### src/rtl/sdram_pkg.sv
// Shared types and constants for the two-port SDRAM request arbiter.
package sdram_pkg;

  localparam int DEF_AW = 24;
  localparam int DEF_DW = 16;

  localparam logic PORT_IFETCH = 1'b0;
  localparam logic PORT_DATA   = 1'b1;

  typedef enum logic [1:0] {
    ST_IDLE      = 2'd0,
    ST_ISSUE     = 2'd1,
    ST_WAIT_ACK  = 2'd2,
    ST_WAIT_DONE = 2'd3
  } arb_state_e;

  // Round-robin pick: a lone full buffer wins; on a tie the port that was
  // not granted last time wins.
  function automatic logic pick_grant(input logic full0, input logic full1,
                                      input logic last_grant);
    logic g;
    if (full0 && full1) g = ~last_grant;
    else if (full1)     g = PORT_DATA;
    else                g = PORT_IFETCH;
    return g;
  endfunction

endpackage

### src/rtl/sdram_arb_slot.sv
// One-entry request buffer for a single arbiter port: latches a request,
// reports occupancy, and returns read data with a one-cycle ready pulse.
module sdram_arb_slot
  import sdram_pkg::*;
#(
  parameter int AW = DEF_AW,
  parameter int DW = DEF_DW
) (
  input  logic          clk,
  input  logic          rst,
  input  logic [AW-1:0] addr_i,
  input  logic [DW-1:0] data_i,
  input  logic          read_req_i,
  input  logic          write_req_i,
  input  logic          wr_done_i,
  input  logic          rd_done_i,
  input  logic [DW-1:0] rd_data_i,
  output logic [AW-1:0] buf_addr_o,
  output logic [DW-1:0] buf_data_o,
  output logic          buf_is_write_o,
  output logic          busy_o,
  output logic [DW-1:0] data_out_o,
  output logic          read_ready_o
);

  logic          busy_q;
  logic          is_write_q;
  logic          read_ready_q;
  logic [AW-1:0] addr_q;
  logic [DW-1:0] data_q;
  logic [DW-1:0] data_out_q;
  logic          accept;

  // New requests are taken only into an empty buffer; busy requests are dropped.
  assign accept = (read_req_i | write_req_i) & ~busy_q;

  // Buffer occupancy, latched request fields and read-return registers.
  always_ff @(posedge clk or posedge rst) begin
    // NOTE: the payload registers are reset too, so every port reads 0 out of reset.
    if (rst) begin
      busy_q       <= 1'b0;
      is_write_q   <= 1'b0;
      read_ready_q <= 1'b0;
      addr_q       <= '0;
      data_q       <= '0;
      data_out_q   <= '0;
    end else begin
      // NOTE: non-blocking assignments so every register sees pre-edge values.
      read_ready_q <= 1'b0;
      if (accept) begin
        busy_q     <= 1'b1;
        addr_q     <= addr_i;
        data_q     <= data_i;
        is_write_q <= write_req_i & ~read_req_i;  // read wins when both strobes are high
      end else if (wr_done_i) begin
        busy_q <= 1'b0;
      end else if (rd_done_i) begin
        busy_q       <= 1'b0;
        data_out_q   <= rd_data_i;
        read_ready_q <= 1'b1;
      end
    end
  end

  assign buf_addr_o     = addr_q;
  assign buf_data_o     = data_q;
  assign buf_is_write_o = is_write_q;
  assign busy_o         = busy_q;
  assign data_out_o     = data_out_q;
  assign read_ready_o   = read_ready_q;

endmodule

### src/rtl/sdram_arbiter.sv
// Two-port round-robin arbiter in front of the SDRAM controller request port.
// Port 0 is instruction fetch, port 1 is data; one transaction in flight.
module sdram_arbiter
  import sdram_pkg::*;
#(
  parameter int AW = DEF_AW,
  parameter int DW = DEF_DW
) (
  input  logic          clk,
  input  logic          rst,
  input  logic [AW-1:0] p0_addr,
  input  logic [DW-1:0] p0_data_in,
  input  logic          p0_read_req,
  input  logic          p0_write_req,
  output logic [DW-1:0] p0_data_out,
  output logic          p0_busy,
  output logic          p0_read_ready,
  input  logic [AW-1:0] p1_addr,
  input  logic [DW-1:0] p1_data_in,
  input  logic          p1_read_req,
  input  logic          p1_write_req,
  output logic [DW-1:0] p1_data_out,
  output logic          p1_busy,
  output logic          p1_read_ready,
  output logic [AW-1:0] m_addr,
  output logic [DW-1:0] m_data_in,
  output logic          m_read_req,
  output logic          m_write_req,
  input  logic [DW-1:0] m_data_out,
  input  logic          m_busy,
  input  logic          m_read_ready
);

  arb_state_e    state_q;
  logic          grant_q;
  logic          last_grant_q;
  logic          is_write_q;
  logic          rr_prev_q;
  logic          m_read_req_q;
  logic          m_write_req_q;
  logic [AW-1:0] m_addr_q;
  logic [DW-1:0] m_data_q;

  logic [AW-1:0] s0_addr, s1_addr;
  logic [DW-1:0] s0_data, s1_data;
  logic          s0_is_write, s1_is_write;

  logic          grant_d;
  logic [AW-1:0] sel_addr;
  logic [DW-1:0] sel_data;
  logic          sel_is_write;
  logic          wr_done, rd_done;
  logic          wr_done0, wr_done1, rd_done0, rd_done1;

  assign grant_d      = pick_grant(p0_busy, p1_busy, last_grant_q);
  assign sel_addr     = (grant_d == PORT_DATA) ? s1_addr     : s0_addr;
  assign sel_data     = (grant_d == PORT_DATA) ? s1_data     : s0_data;
  assign sel_is_write = (grant_d == PORT_DATA) ? s1_is_write : s0_is_write;

  // Writes finish when the controller drops busy; reads finish on a rising
  // edge of read_ready, so a level left high from earlier is not mistaken.
  assign wr_done  = (state_q == ST_WAIT_DONE) & is_write_q & ~m_busy;
  assign rd_done  = (state_q == ST_WAIT_DONE) & ~is_write_q & m_read_ready & ~rr_prev_q;
  assign wr_done0 = wr_done & (grant_q == PORT_IFETCH);
  assign wr_done1 = wr_done & (grant_q == PORT_DATA);
  assign rd_done0 = rd_done & (grant_q == PORT_IFETCH);
  assign rd_done1 = rd_done & (grant_q == PORT_DATA);

  sdram_arb_slot #(.AW(AW), .DW(DW)) u_slot0 (
    .clk            (clk),
    .rst            (rst),
    .addr_i         (p0_addr),
    .data_i         (p0_data_in),
    .read_req_i     (p0_read_req),
    .write_req_i    (p0_write_req),
    .wr_done_i      (wr_done0),
    .rd_done_i      (rd_done0),
    .rd_data_i      (m_data_out),
    .buf_addr_o     (s0_addr),
    .buf_data_o     (s0_data),
    .buf_is_write_o (s0_is_write),
    .busy_o         (p0_busy),
    .data_out_o     (p0_data_out),
    .read_ready_o   (p0_read_ready)
  );

  sdram_arb_slot #(.AW(AW), .DW(DW)) u_slot1 (
    .clk            (clk),
    .rst            (rst),
    .addr_i         (p1_addr),
    .data_i         (p1_data_in),
    .read_req_i     (p1_read_req),
    .write_req_i    (p1_write_req),
    .wr_done_i      (wr_done1),
    .rd_done_i      (rd_done1),
    .rd_data_i      (m_data_out),
    .buf_addr_o     (s1_addr),
    .buf_data_o     (s1_data),
    .buf_is_write_o (s1_is_write),
    .busy_o         (p1_busy),
    .data_out_o     (p1_data_out),
    .read_ready_o   (p1_read_ready)
  );

  // Transaction FSM: grant, one-cycle issue strobe, then track the controller handshake.
  always_ff @(posedge clk or posedge rst) begin
    if (rst) begin
      state_q       <= ST_IDLE;
      grant_q       <= PORT_IFETCH;
      last_grant_q  <= PORT_DATA;
      is_write_q    <= 1'b0;
      rr_prev_q     <= 1'b0;
      m_read_req_q  <= 1'b0;
      m_write_req_q <= 1'b0;
      m_addr_q      <= '0;
      m_data_q      <= '0;
    end else begin
      rr_prev_q     <= m_read_ready;
      m_read_req_q  <= 1'b0;
      m_write_req_q <= 1'b0;
      unique case (state_q)
        ST_IDLE: begin
          if ((p0_busy || p1_busy) && !m_busy) begin
            grant_q       <= grant_d;
            last_grant_q  <= grant_d;
            is_write_q    <= sel_is_write;
            m_addr_q      <= sel_addr;
            m_data_q      <= sel_data;
            m_read_req_q  <= ~sel_is_write;
            m_write_req_q <= sel_is_write;
            state_q       <= ST_ISSUE;
          end
        end
        ST_ISSUE:     state_q <= ST_WAIT_ACK;
        ST_WAIT_ACK:  if (m_busy) state_q <= ST_WAIT_DONE;
        ST_WAIT_DONE: if (wr_done || rd_done) state_q <= ST_IDLE;
        default:      state_q <= ST_IDLE;
      endcase
    end
  end

  assign m_addr      = m_addr_q;
  assign m_data_in   = m_data_q;
  assign m_read_req  = m_read_req_q;
  assign m_write_req = m_write_req_q;

endmodule
### config.mk
export PLATFORM = sky130hd
export DESIGN_NAME = sdram_arbiter
export DESIGN_NICKNAME = d
export VERILOG_FILES = /design/src/rtl/sdram_pkg.sv /design/src/rtl/sdram_arb_slot.sv /design/src/rtl/sdram_arbiter.sv
export SDC_FILE = /design/constraint.sdc
export NUM_CORES = 1
export LEC_CHECK = 0
export BUFFER_PORTS_ARGS = -buffer_cell sky130_fd_sc_hd__buf_2
export CAP_MARGIN = 0
export CORE_ASPECT_RATIO = 1.1
export CORE_MARGIN = 2
export CORE_UTILIZATION = 35
export CTS_CLUSTER_SIZE = 28
export DETAILED_ROUTE_END_ITERATION = 10
export PLACE_DENSITY_LB_ADDON = 0.05
export SYNTH_ARGS = -nofsm -noshare
export SYNTH_HDL_FRONTEND = slang
export SYNTH_SLANG_ARGS = --single-unit
### constraint.sdc
create_clock -name clk -period 6.9 [get_ports clk]
set_input_delay 1.38 -clock clk [delete_from_list [all_inputs] [get_ports clk]]
set_output_delay 1.38 -clock clk [all_outputs]
set_load 0.005 [all_outputs]
==> flow_metrics.tcl <==
set metrics [dict create \
    grt_pass1_wl_um 23290 \
    crit_path_max_fanout 42 \
    ys_async_sr_fraction_pct 100.0 \
    avgSynthCellArea_um2 14.25 \
    slew_headroom_pct 30.90 \
    fin_tns_setup_ps 0 \
    wl_um 14650 \
    status "completed" \
    worstPathArrival_ps 3180 \
    numCtsBuffers 17 \
    r2r_start "u_slot1.busy_o$_DFFE_PP0P_" \
    cts_sinks 166 \
    clk_latency_ps 420 \
    path_cells "buf_2 -> o21bai_4 -> buf_4 -> nand2_1 -> nor2_4 -> mux2_2" \
    worstPathRequired_ps 7200 \
    die_y_um 148.0 \
    die_w_um 134.9 \
    drc 0 \
    dr.first_iter.drc_count 159 \
    max-clock-path-buffers 2 \
    core_um2 18410 \
    period_share_pct 41.70 \
    finalHoldViolCount 0 \
    synth-seq-cells 166 \
    critPathMaxStageDelay_ps 500 \
    dp.final_hpwl_um 9579 \
    rr_worst_depth 5 \
    clock_skew_ps 6.939 \
    track_usage_pct 15.22 \
    p_leak_uw 0.004197 \
    initial_utilization_pct 35.82 \
    io_buffers 181 \
    ant_nets 0 \
    final_util_pct 45.65 \
    grt_overflow 0 \
    num-nets-final 751 \
    post-place-ws_ps 3555 \
    synth_edf_count 0 \
    antenna_found_initial 1 \
    cp-start-kind "input pin" \
    rr_endpoint "u_slot1.data_out_o[1]$_DFFE_PP0P_" \
    clk_pin_slew_worst_paths_ps 60 \
    final-max-slew-violation-count 0 \
    hp-start "m_addr[13]$_DFFE_PP0P_" \
    finalSetupViolCount 0 \
    timing.fmax_ghz 0.3475 \
    cts_root_buffer "clkbuf_16" \
    viasPerCell 4.576 \
    setup_ws_ps 4023 \
    area_growth_pct 27.43 \
    rsz0062_at_grt "no" \
    tightestPinTransition_ps 1036 \
    yosys_warnings 0 \
    ys_types 28 \
    num_vias 4118 \
    drt-pass1-iter-count 4 \
    maxCapViolCount 0 \
    grt_max_degree 114 \
    cts_tree "built" \
    first_global_vias 4439 \
    drive_gt1_share_pct 51.75 \
    ir_drop_uv 177.8 \
    ys.flop_type "dfrtp_1" \
    endpoint "u_slot1.data_out_o[1]$_DFFE_PP0P_" \
    startpoint "p1_write_req" \
    cts.repair.resized 0 \
    end_kind "register" \
    fp-row-count 52 \
    ys_seq_area_share_pct 62.99 \
    p_per_area_nw_per_um2 482.2 \
    h-tree-depth 4 \
    fp.dieArea_um2 19960 \
    postSynthCellCount 463 \
    io_pins 182 \
    netlist_area_um2 6596 \
    fin_crit_ps 2877 \
    place.gp.congestion 0.7005 \
    hold_class "register to register" \
    criticalPathCategory "input pin to register" \
    cts_hold_buffers 0 \
    post_drt_wl_per_cell_um 16.28 \
    post_cts_buffers 0 \
    syn_nets 570 \
    r2r_setup_slack_ps 4600 \
    slowest_stage "buf_4" \
    antenna_cells 0 \
]
registers in the layout, indices dropped and copies added, names as in the netlist, 2 cells and up:
register	flops
m_addr	24
u_slot0.buf_addr_o	24
u_slot1.buf_addr_o	24
m_data_in	16
u_slot0.buf_data_o	16
u_slot0.data_out_o	16
u_slot1.buf_data_o	16
u_slot1.data_out_o	16
state_q	2
stage by stage:
stage	hold slack, ps	power [µW]	instances	cell area, µm²
finish	470.0	4053	900	8406
global route	508.3	4344	900	8406
CTS	479.7	4129	900	8406
detailed placement	465.1	3066	868	7752
global placement	457.9	3014	868	7752
floorplan	473.3	2588	463	6596
Yosys cell counts, types with 2 or more instances:
cell	n	share of area (%)
dfrtp_1	165	63
mux2i_1	41	6.2
buf_2	11	0.83
inv_1	8	0.46
mux2_2	114	19
o21ai_0	42	3.2
ha_1	3	0.57
nor2_1	2	0.11
a21oi_1	7	0.53
nand2_1	43	2.4
clkbuf_1	7	0.40
buf_4	4	0.46
metal layers:
| layer | global-route usage [%] | up-vias | share of wire (%) |
|---|---|---|---|
| met1 | 19.30 | 2023 | 45 |
| met3 | 4.321 | 14 | 5.6 |
| met2 | 24.75 | 109 | 48 |
| li1 | - | 1970 | - |
| met5 | 0 | - | 0.075 |
| met4 | 5.737 | 2 | 1.3 |
area by class of cell:
| cell class | count | area, µm² |
|---|---|---|
| Sequential cell | 166 | 4155 |
| Inverter | 8 | 35.03 |
| Fill cell | 1716 | 10010 |
| Tap cell | 243 | 304.0 |
| Clock buffer | 18 | 429.2 |
| Clock inverter | 14 | 224.0 |
| Timing Repair Buffer | 186 | 943.4 |
| Multi-Input combinational cell | 265 | 2315 |
worst min-delay path by stage:
stage / end / cells after the start
floorplan: m_addr[0]$_DFFE_PP0P_ / 2
global placement: m_data_in[9]$_DFFE_PP0P_ / 2
detailed placement: m_addr[9]$_DFFE_PP0P_ / 2
CTS: m_addr[9]$_DFFE_PP0P_ / 2
global route: m_addr[9]$_DFFE_PP0P_ / 2
finish: m_addr[13]$_DFFE_PP0P_ / 2
cells by family after synthesis:
| logic type | Yosys count | synth area share, % |
|---|---|---|
| flops | 166 | 62.99 |
| mux | 156 | 25.91 |
| compound gates | 55 | 4.458 |
| simple gates | 51 | 3.699 |
| buf+inv | 32 | 2.371 |
| fa+ha+maj | 3 | 0.5691 |
cell usage in the layout (no fill, tap or decap):
cell and count:
a21oi_1 7, nand3b_1 1, nand4b_4 1, inv_1 7, dfrtp_1 165, a221o_1 1
ha_1 3, o21ai_0 42, o21ai_4 1, buf_2 181, buf_4 5, nor3b_1 1
o21bai_4 1, nor2_4 1, nor2_1 2, nor2b_1 1, clkinv_4 2, clkinv_2 1
mux2_2 114, bufinv_16 5, inv_8 1, nor3b_4 1, mux2i_1 41, o21a_1 1
mux2_4 1, a21boi_4 1, clkbuf_1 1, inv_6 3, clkbuf_16 17, nand2_1 43
a211oi_1 1, clkinvlp_4 3, dfstp_2 1
where the power goes:
group / internal [µW] / total (µW) / switching (µW)
Clock: 648 / 1040 / 394
Sequential: 1450 / 1690 / 242
Combinational: 729 / 1320 / 591
Total: 2830 / 4050 / 1230
worst max-delay path, delay by kind of cell:
| kind | cells | cell delay [ps] |
|---|---|---|
| compound gates | 1 | 120 |
| buf+inv | 2 | 620 |
| mux | 1 | 390 |
| simple gates | 2 | 630 |
No activity file was read; power rests on OpenSTA's default activity.
